### src/rtl/instr_queue.sv
// instr_queue: fetch-to-decode instruction FIFO.
//   Buffers fetched instructions with their PC and fetch-time exception and
//   presents them in order to decode. Emptied by flush_i or rst_i.
//   Optional build macro: INSTR_QUEUE_BYPASS_EN (same-cycle empty bypass).
// Ports:
//   clk_i, rst_i (sync, active-high), flush_i
//   fetch_valid_i/fetch_ready_o, fetch_pc_i, fetch_instr_i,
//   fetch_ex_valid_i, fetch_ex_cause_i        : enqueue side
//   dec_valid_o/dec_ready_i, dec_pc_o, dec_instr_o,
//   dec_ex_valid_o, dec_ex_cause_o            : dequeue side (head entry)
//   count_o                                   : registered occupancy 0..DEPTH
module instr_queue #(
  parameter int unsigned DEPTH = 4,
  localparam int unsigned CNT_W = $clog2(DEPTH) + 1
) (
  input  logic             clk_i,
  input  logic             rst_i,
  input  logic             flush_i,
  input  logic             fetch_valid_i,
  output logic             fetch_ready_o,
  input  logic [63:0]      fetch_pc_i,
  input  logic [31:0]      fetch_instr_i,
  input  logic             fetch_ex_valid_i,
  input  logic [63:0]      fetch_ex_cause_i,
  output logic             dec_valid_o,
  input  logic             dec_ready_i,
  output logic [63:0]      dec_pc_o,
  output logic [31:0]      dec_instr_o,
  output logic             dec_ex_valid_o,
  output logic [63:0]      dec_ex_cause_o,
  output logic [CNT_W-1:0] count_o
);

  localparam int unsigned IDX_W = CNT_W - 1;

  logic [63:0] pc_mem    [DEPTH];
  logic [31:0] instr_mem [DEPTH];
  logic        exv_mem   [DEPTH];
  logic [63:0] cause_mem [DEPTH];

  // Pointers carry one extra wrap bit so full and empty are distinguishable.
  logic [CNT_W-1:0] wr_ptr_q, wr_ptr_d;
  logic [CNT_W-1:0] rd_ptr_q, rd_ptr_d;
  logic [CNT_W-1:0] count_q, count_d;

  logic full, empty, push, pop, bypass;

  assign full  = (wr_ptr_q[CNT_W-1] != rd_ptr_q[CNT_W-1]) &&
                 (wr_ptr_q[IDX_W-1:0] == rd_ptr_q[IDX_W-1:0]);
  assign empty = (wr_ptr_q == rd_ptr_q);

  // Ready is purely registered state, so no combinational path to decode.
  assign fetch_ready_o = !full;

`ifdef INSTR_QUEUE_BYPASS_EN
  // Empty queue with a consumer waiting: hand the fetch entry straight over.
  assign bypass = empty && fetch_valid_i && dec_ready_i && !flush_i;
`else
  assign bypass = 1'b0;
`endif

  assign push = fetch_valid_i && fetch_ready_o && !flush_i && !bypass;
  assign pop  = !empty && dec_ready_i && !flush_i;

  always_comb begin
    wr_ptr_d = wr_ptr_q;
    rd_ptr_d = rd_ptr_q;
    if (flush_i) begin
      wr_ptr_d = '0;
      rd_ptr_d = '0;
    end else begin
      if (push) wr_ptr_d = wr_ptr_q + 1'b1;
      if (pop)  rd_ptr_d = rd_ptr_q + 1'b1;
    end
    count_d = wr_ptr_d - rd_ptr_d;
  end

  always_ff @(posedge clk_i) begin
    if (rst_i) begin
      wr_ptr_q <= '0;
      rd_ptr_q <= '0;
      count_q  <= '0;
    end else begin
      wr_ptr_q <= wr_ptr_d;
      rd_ptr_q <= rd_ptr_d;
      count_q  <= count_d;
    end
  end

  // Storage is not reset; contents are only observable through valid pointers.
  always_ff @(posedge clk_i) begin
    if (push) begin
      pc_mem[wr_ptr_q[IDX_W-1:0]]    <= fetch_pc_i;
      instr_mem[wr_ptr_q[IDX_W-1:0]] <= fetch_instr_i;
      exv_mem[wr_ptr_q[IDX_W-1:0]]   <= fetch_ex_valid_i;
      cause_mem[wr_ptr_q[IDX_W-1:0]] <= fetch_ex_cause_i;
    end
  end

  always_comb begin
    dec_valid_o    = 1'b0;
    dec_pc_o       = '0;
    dec_instr_o    = '0;
    dec_ex_valid_o = 1'b0;
    dec_ex_cause_o = '0;
    if (bypass) begin
      dec_valid_o    = 1'b1;
      dec_pc_o       = fetch_pc_i;
      dec_instr_o    = fetch_instr_i;
      dec_ex_valid_o = fetch_ex_valid_i;
      dec_ex_cause_o = fetch_ex_cause_i;
    end else if (!empty && !flush_i) begin
      dec_valid_o    = 1'b1;
      dec_pc_o       = pc_mem[rd_ptr_q[IDX_W-1:0]];
      dec_instr_o    = instr_mem[rd_ptr_q[IDX_W-1:0]];
      dec_ex_valid_o = exv_mem[rd_ptr_q[IDX_W-1:0]];
      dec_ex_cause_o = cause_mem[rd_ptr_q[IDX_W-1:0]];
    end
  end

  assign count_o = count_q;

endmodule

### config.mk
export PLATFORM = sky130hd
export DESIGN_NAME = instr_queue
export DESIGN_NICKNAME = d
export VERILOG_FILES = /design/src/rtl/instr_queue.sv
export SDC_FILE = /design/constraint.sdc
export NUM_CORES = 1
export LEC_CHECK = 0
export ABC_AREA = 1
export CAP_MARGIN = 10
export CORE_MARGIN = 4
export CORE_UTILIZATION = 45
export CTS_BUF_LIST = sky130_fd_sc_hd__clkbuf_16
export DETAILED_ROUTE_END_ITERATION = 10
export GPL_ROUTABILITY_DRIVEN = 0
export PLACE_DENSITY = 0.64
export SYNTH_ARGS = -nofsm -noshare
export SYNTH_HDL_FRONTEND = slang
export SYNTH_SLANG_ARGS = --single-unit
### constraint.sdc
create_clock -name clk_i -period 13.1 [get_ports clk_i]
set_clock_uncertainty 0.15 [all_clocks]
set_input_delay 1.965 -clock clk_i [delete_from_list [all_inputs] [get_ports clk_i]]
set_output_delay 1.965 -clock clk_i [all_outputs]
set_load 0.02 [all_outputs]
==> impl_metrics.csv, run 1 <==
group,metric,value,unit
worst_setup_path,worst-setup-path-type,"input pin to primary output",
floorplan,ios,332,
layout,fin_nets,2454,
worst_hold_path,worstHoldEndpoint,"wr_ptr_q[2]",
synth,asr_flop_ratio_synth,0,
layout,mostFrequentLayoutCell,"nor2_1",
worst_hold_path,worstHoldPathType,"register to register",
worst_setup_path,path_delay_family,"buffers and inverters",
worst_setup_path,timing.rr.end,"cause_mem[1][12]",
worst_setup_path,timing.critical_path.arrival,5.06,ns
power_and_ir_drop,switching_power,0.947,mW
place,post-dp-hpwl,34800,µm
worst_setup_path,cp_data_required_time,10.98,ns
worst_setup_path,cpMaxStageDelayCell,"buf_4",
route,drc,0,
global_route,grt_pass1_vias,16000,
synth,synth-seq-area-share,0.769,
floorplan,initial_core_util,0.457,
route,drt_first_pass_iters,5,
worst_setup_path,worst_reg2reg_path_depth,10,
place,placedInstanceArea,29300,µm²
global_route,gr_peak_layer,"met2",
synth,synth_area,25400,µm²
sta,max_slew_margin,0.285,
worst_hold_path,min_path_cells,4,
worst_setup_path,setup.reg_to_reg.worst_slack,8.48,ns
clocking,post-cts-setup-buffer-count,0,
layout,most-common-layout-cells,"nor2_1, edfxtp_1, clkdlybuf4s50_1",
clocking,cts_num_sinks,653,
worst_setup_path,cp_common_cell,"clkdlybuf4s50_1",
clocking,ctsHtreeMaxLevel,3,
global_route,number_of_antenna_violations_at_the_first_check_in_global_routing,17,
floorplan,floorplan.die.width,246,µm
sta,setup_total_negative_slack,0,ns
route,drt-vias-per-instance,5.27,
power_and_ir_drop,total_power,4.41,mW
worst_setup_path,crit-reg2reg-launch,"rd_ptr_q[1]",
power_and_ir_drop,vdd_drop_max,0.000152,V
floorplan,die_area,60300,µm²
power_and_ir_drop,cellLeakagePower,10.5,nW
sta,achievable-frequency,139,MHz
synth,synth_edf_count,644,
synth,ys_top_cells_by_area,"edfxtp_1, nor2_1, o21ai_0",
synth,syn-instance-count,1985,
power_and_ir_drop,p_per_area,141,nW/µm²
sta,whs,0.508,ns
clocking,cts.repair.resized,0,
worst_setup_path,worst-path-buf-inv,4,
route,drtIter0Drc,1190,
clocking,insertion_delay_to_the_later_sink_of_the_worst_skew_pair,0.58,ns
worst_setup_path,worst-path-max-fanout,92,
clocking,worst_setup_hold_path_clk_slew,0.06,ns
route,final_antenna_net_count,0,
floorplan,rows,86,
global_route,track_usage,0.202,
global_route,gr-total-overflow,0,
sta,finalMaxSlewViolations,0,
worst_setup_path,critical-path-max-stage-delay,0.79,ns
synth,syn-num-nets,2158,
layout,post_route_cells_drive_above_1_share,0.0546,
global_route,grt_max_degree,188,
synth,synth.avg_cell_area,12.8,µm²
clocking,max-clock-path-buffers,3,
floorplan,floorplan.die.height,246,µm
layout,flow.area_growth_from_synthesis,23.3,%
sta,rsz0062_at_grt,"no",
global_route,gr-usage-met3,0.0487,
global_route,grt_first_pass_wirelength,94200,µm
power_and_ir_drop,share_clk_of_total_power,0.400,
worst_setup_path,end_kind,"primary output",
power_and_ir_drop,pwr-share-comb,0.067,
flow_run,max_cap_violations,0,
synth,post_synthesis_cell_type_count,24,
sta,min_period_over_period,0.547,
clocking,tritoncts,"done",
clocking,cts_hold_buf,0,
synth,yosysTopAreaCellShare,0.761,
power_and_ir_drop,sequentialPowerShare,0.533,
route,wl_per_cell,20.2,µm
route,detailroute.via_count,16200,
sta,final_hold_viol_count,0,
worst_setup_path,startpoint_type_of_the_worst_setup_path,"input pin",
route,totalWireLength,62200,µm
global_route,grtUsageMet1,0.269,
place,port_buffers,331,
synth,synth_flop_cell,"edfxtp_1",
floorplan,core_outline_area,55500,µm²
worst_hold_path,holdCritStartpoint,"wr_ptr_q[2]",
clocking,cts_inserted_buffers,67,
synth,area_leader_netlist,"edfxtp_1",
synth,ys.warnings.count,0,
sta,report.final.setup_viol,0,
power_and_ir_drop,power.share.switching,0.215,
synth,synth.ff_latch_count,653,
sta,tightestPinTransition,1.07,ns
layout,utilization,0.564,
worst_setup_path,crit_chain,"clkdlybuf4s50_1 -> inv_1 -> nand2_8 -> buf_4 -> a21oi_1 -> clkdlybuf4s50_1",
clocking,ctsRootBufferMaster,"clkbuf_16",
power_and_ir_drop,internal_power_of_the_cells,3.46,mW
sta,period_needed,7.17,ns
outcome,outcome,"complete, no violations",
global_route,globalRouteMet2Util,0.325,
layout,finish.instance_area,31300,µm²
metal layers:
| layer | share of wire | vias to the layer above |
|---|---|---|
| met1 | 0.42 | 7944 |
| met5 | 0.0023 | - |
| met2 | 0.48 | 504 |
| met3 | 0.070 | 108 |
| met4 | 0.028 | 20 |
| li1 | - | 7654 |
cells by family (layout without fill, tap and decap cells):
family / Yosys count / in the layout / share of synthesized area
simple gates: 692 / 692 / 0.104
flops: 653 / 653 / 0.769
buf+inv: 143 / 485 / 0.0267
other cells: 0 / 7 / 0
fa+ha+maj: 7 / 7 / 0.00374
compound gates: 490 / 490 / 0.0969
sequential cells by signal, indices dropped and copies added, names as in the netlist:
register,flops
cause_mem,256
pc_mem,256
instr_mem,128
exv_mem,4
count_o,3
rd_ptr_q,3
wr_ptr_q,3
layout make-up:
class,instances,area (µm²)
antenna,7,17.5
clock buffer,68,1700
clock inverter,47,324
fill,4573,24200
inverter,18,80.1
multi-input combinational,1189,5240
sequential,653,19500
tap,748,936
timing repair buffer,352,3480
cell usage after synthesis (all sizes together), types with 2 or more instances:
master	number
nor2	657
edfxtp	644
o21ai	325
a21oi	163
buf	70
clkbuf	55
nand2	24
inv	18
dfxtp	9
nand3	7
ha	6
nor3	2
worst max-delay path by stage:
stage	startpoint	endpoint	slack, ns	depth (start not counted)
after floorplan	flush_i	cause_mem[0][0]	3.24	4
after CTS	flush_i	dec_ex_cause_o[16]	5.92	6
after global placement	flush_i	dec_ex_cause_o[10]	6.10	6
final	flush_i	dec_ex_cause_o[17]	5.93	6
after detailed placement	flush_i	dec_pc_o[54]	5.93	6
after global routing	flush_i	dec_ex_valid_o	5.74	6
per-stage QoR:
stage	setup slack, ns	std cells
after floorplan	3.24	1985
after global routing	5.74	3081
after detailed placement	5.93	2960
after global placement	6.10	2960
final	5.93	3082
after CTS	5.92	3075
worst reg2reg max path, cell delays in order (launching register included):
cell and delay (ns):
dfxtp_4 0.88, inv_6 0.39, nand2_1 0.17, nand2_1 0.12
nand3_2 0.12, nand2_1 0.11, inv_1 0.09, nand2_1 0.18
nor2_4 0.51, buf_4 0.77, buf_4 0.71
power groups by stage:
stage	combinational [mW]	sequential, mW	clock [mW]
floorplan	0.139	2.40	0
global placement	0.291	2.39	0
detailed placement	0.295	2.39	0
CTS	0.297	2.35	1.81
global route	0.320	2.35	1.90
finish	0.293	2.35	1.76
Note: power is estimated with default switching activity, not from simulation.
==> run 2, diff against run 1 <==
clock period = 6.6 ns   (was 13.1 ns; I/O delays follow)
==> run 2 against run 1 <==
  * First-iteration DRC count is 12% higher
  * Final area rose by 0.61%
  * Sequential power is 98% higher
  * Largest power group unchanged
  * Sequential share of layout area decreased by 0.38 points
  * Final cell count increased by 0.29%
  * Setup slack worse by 4.5 ns
  * Non-clock buffer count decreased by 2
  * Clock-buffer cell count increased by 1
  * Global-route usage down 0.38 points
  * Sequential cell count unchanged
==> impl_metrics.csv, run 2 (same netlist as run 1, synthesis figures left out) <==
group,metric,value,unit
clocking,ctsRootBufferMaster,"clkbuf_16",
route,drtIter0Drc,1328,
worst_setup_path,cpMaxStageDelayCell,"buf_4",
sta,rsz0062_at_grt,"no",
floorplan,ios,332,
worst_setup_path,startpoint_type_of_the_worst_setup_path,"register",
worst_setup_path,crit_chain,"buf_4 -> buf_4 -> nor2_1 -> nor2_1 -> o21ai_0 -> a21oi_1 -> clkdlybuf4s50_1",
global_route,grt_pass1_vias,15700,
worst_setup_path,timing.critical_path.arrival,4.05,ns
global_route,grt_first_pass_wirelength,92400,µm
worst_setup_path,worst-path-buf-inv,3,
global_route,track_usage,0.198,
power_and_ir_drop,p_per_area,282,nW/µm²
clocking,cts_inserted_buffers,69,
clocking,worst_setup_hold_path_clk_slew,0.06,ns
layout,finish.instance_area,31500,µm²
sta,report.final.setup_viol,0,
flow_run,max_cap_violations,0,
sta,achievable-frequency,193,MHz
global_route,gr-total-overflow,0,
global_route,number_of_antenna_violations_at_the_first_check_in_global_routing,19,
layout,mostFrequentLayoutCell,"nor2_1",
sta,final_hold_viol_count,0,
clocking,cts_hold_buf,0,
worst_hold_path,worstHoldPathType,"register to register",
clocking,tritoncts,"done",
power_and_ir_drop,vdd_drop_max,0.000182,V
worst_setup_path,worst-setup-path-type,"register to primary output",
sta,max_slew_margin,0.269,
global_route,grt_max_degree,164,
layout,layoutNonFillerInstCount,3091,
sta,finalMaxSlewViolations,0,
route,detailroute.via_count,16000,
floorplan,core_outline_area,55500,µm²
route,drt-vias-per-instance,5.19,
clocking,cts.repair.resized,0,
route,totalWireLength,60800,µm
place,placedInstanceArea,29300,µm²
route,wl_per_cell,19.7,µm
sta,period_needed,5.19,ns
layout,post_route_cells_drive_above_1_share,0.0540,
worst_setup_path,end_kind,"primary output",
floorplan,floorplan.die.height,246,µm
clocking,cts_num_sinks,653,
sta,tightestPinTransition,1.10,ns
worst_setup_path,critical-path-max-stage-delay,0.86,ns
layout,most-common-layout-cells,"nor2_1, edfxtp_1, clkdlybuf4s50_1",
place,post-dp-hpwl,32800,µm
route,final_antenna_net_count,0,
clocking,post-cts-setup-buffer-count,0,
sta,setup_total_negative_slack,0,ns
place,port_buffers,331,
floorplan,initial_core_util,0.457,
layout,flow.area_growth_from_synthesis,24.0,%
clocking,insertion_delay_to_the_later_sink_of_the_worst_skew_pair,0.59,ns
floorplan,rows,86,
clocking,ctsHtreeMaxLevel,3,
route,drt_first_pass_iters,5,
outcome,outcome,"complete, no violations",
floorplan,floorplan.die.width,246,µm
worst_setup_path,path_delay_family,"buffers and inverters",
sta,min_period_over_period,0.786,
floorplan,die_area,60300,µm²
worst_setup_path,worst-path-max-fanout,96,
layout,fin_nets,2454,
route,drc,0,
power_and_ir_drop,cellLeakagePower,10.6,nW
worst_setup_path,cp_data_required_time,5.46,ns
clocking,max-clock-path-buffers,3,
place,numPlacedInstances,2958,
==> run 2: changes by cell type in the layout (fill, tap and decap cells not counted), moves of 3 or more <==
cell      before  now
clkinv_2      14    9
buf_4         20   11
clkinv_1      12    9
diode_2        7   10
buf_12         1    8
inv_1         28   38
==> run 2: final cells by class <==
cell class | instances | area [µm²]
Sequential cell | 653 | 19500
Timing Repair Buffer | 350 | 3560
Antenna cell | 10 | 25.0
Multi-Input combinational cell | 1189 | 5240
Tap cell | 748 | 936
Clock buffer | 69 | 1730
Clock inverter | 54 | 409
Inverter | 18 | 80.1
Fill cell | 4549 | 24000
==> run 2: worst paths after layout <==
kind | endpoint | slack, ns | cells past startpoint | from
setup / recovery | dec_ex_cause_o[14] | 1.41 | 7 | rd_ptr_q[0]
hold reg to reg | rd_ptr_q[2] | 0.52 | 4 | rd_ptr_q[2]
hold / removal | rd_ptr_q[2] | 0.52 | 4 | rd_ptr_q[2]
setup reg to reg | instr_mem[2][15] | 3.08 | 9 | rd_ptr_q[0]
==> run 2: report_power, final <==
group	internal, mW	switching [mW]	total, mW	leakage (nW)
registers	4.64	0.0190	4.66	5.92
logic	0.235	0.349	0.584	3.51
clock network	2.07	1.56	3.63	1.13
==> run 2: through the flow <==
step	utilization	hold WS (ns)	setup slack, ns	total power [mW]
6_report	0.567	0.517	1.41	8.87
5_1_grt	0.567	0.573	1.10	9.20
4_1_cts	0.567	0.521	1.39	8.96
3_5_place_dp	0.528	0.507	1.75	5.34
3_3_place_gp	0.528	0.507	1.81	5.32
2_1_floorplan	-	0.422	-2.29	5.04
==> run 2: tightest hold or removal path, delay by kind of cell (launching register included) <==
| kind | cells | cell delay (ns) |
|---|---|---|
| DFF | 1 | 0.33 |
| and+or+nand+nor | 3 | 0.19 |
| buffers and inverters | 1 | 0.09 |
==> run 2: routing by layer <==
metal | global-route usage | vias to the layer above | part of all wire | wire length (µm)
met2 | 0.304 | 516 | 0.47 | 28500
li1 | - | 7672 | - | -
met1 | 0.272 | 7729 | 0.42 | 25800
met5 | 0 | - | 0.0019 | 118
met3 | 0.0563 | 108 | 0.079 | 4820
met4 | 0.0726 | 18 | 0.027 | 1670
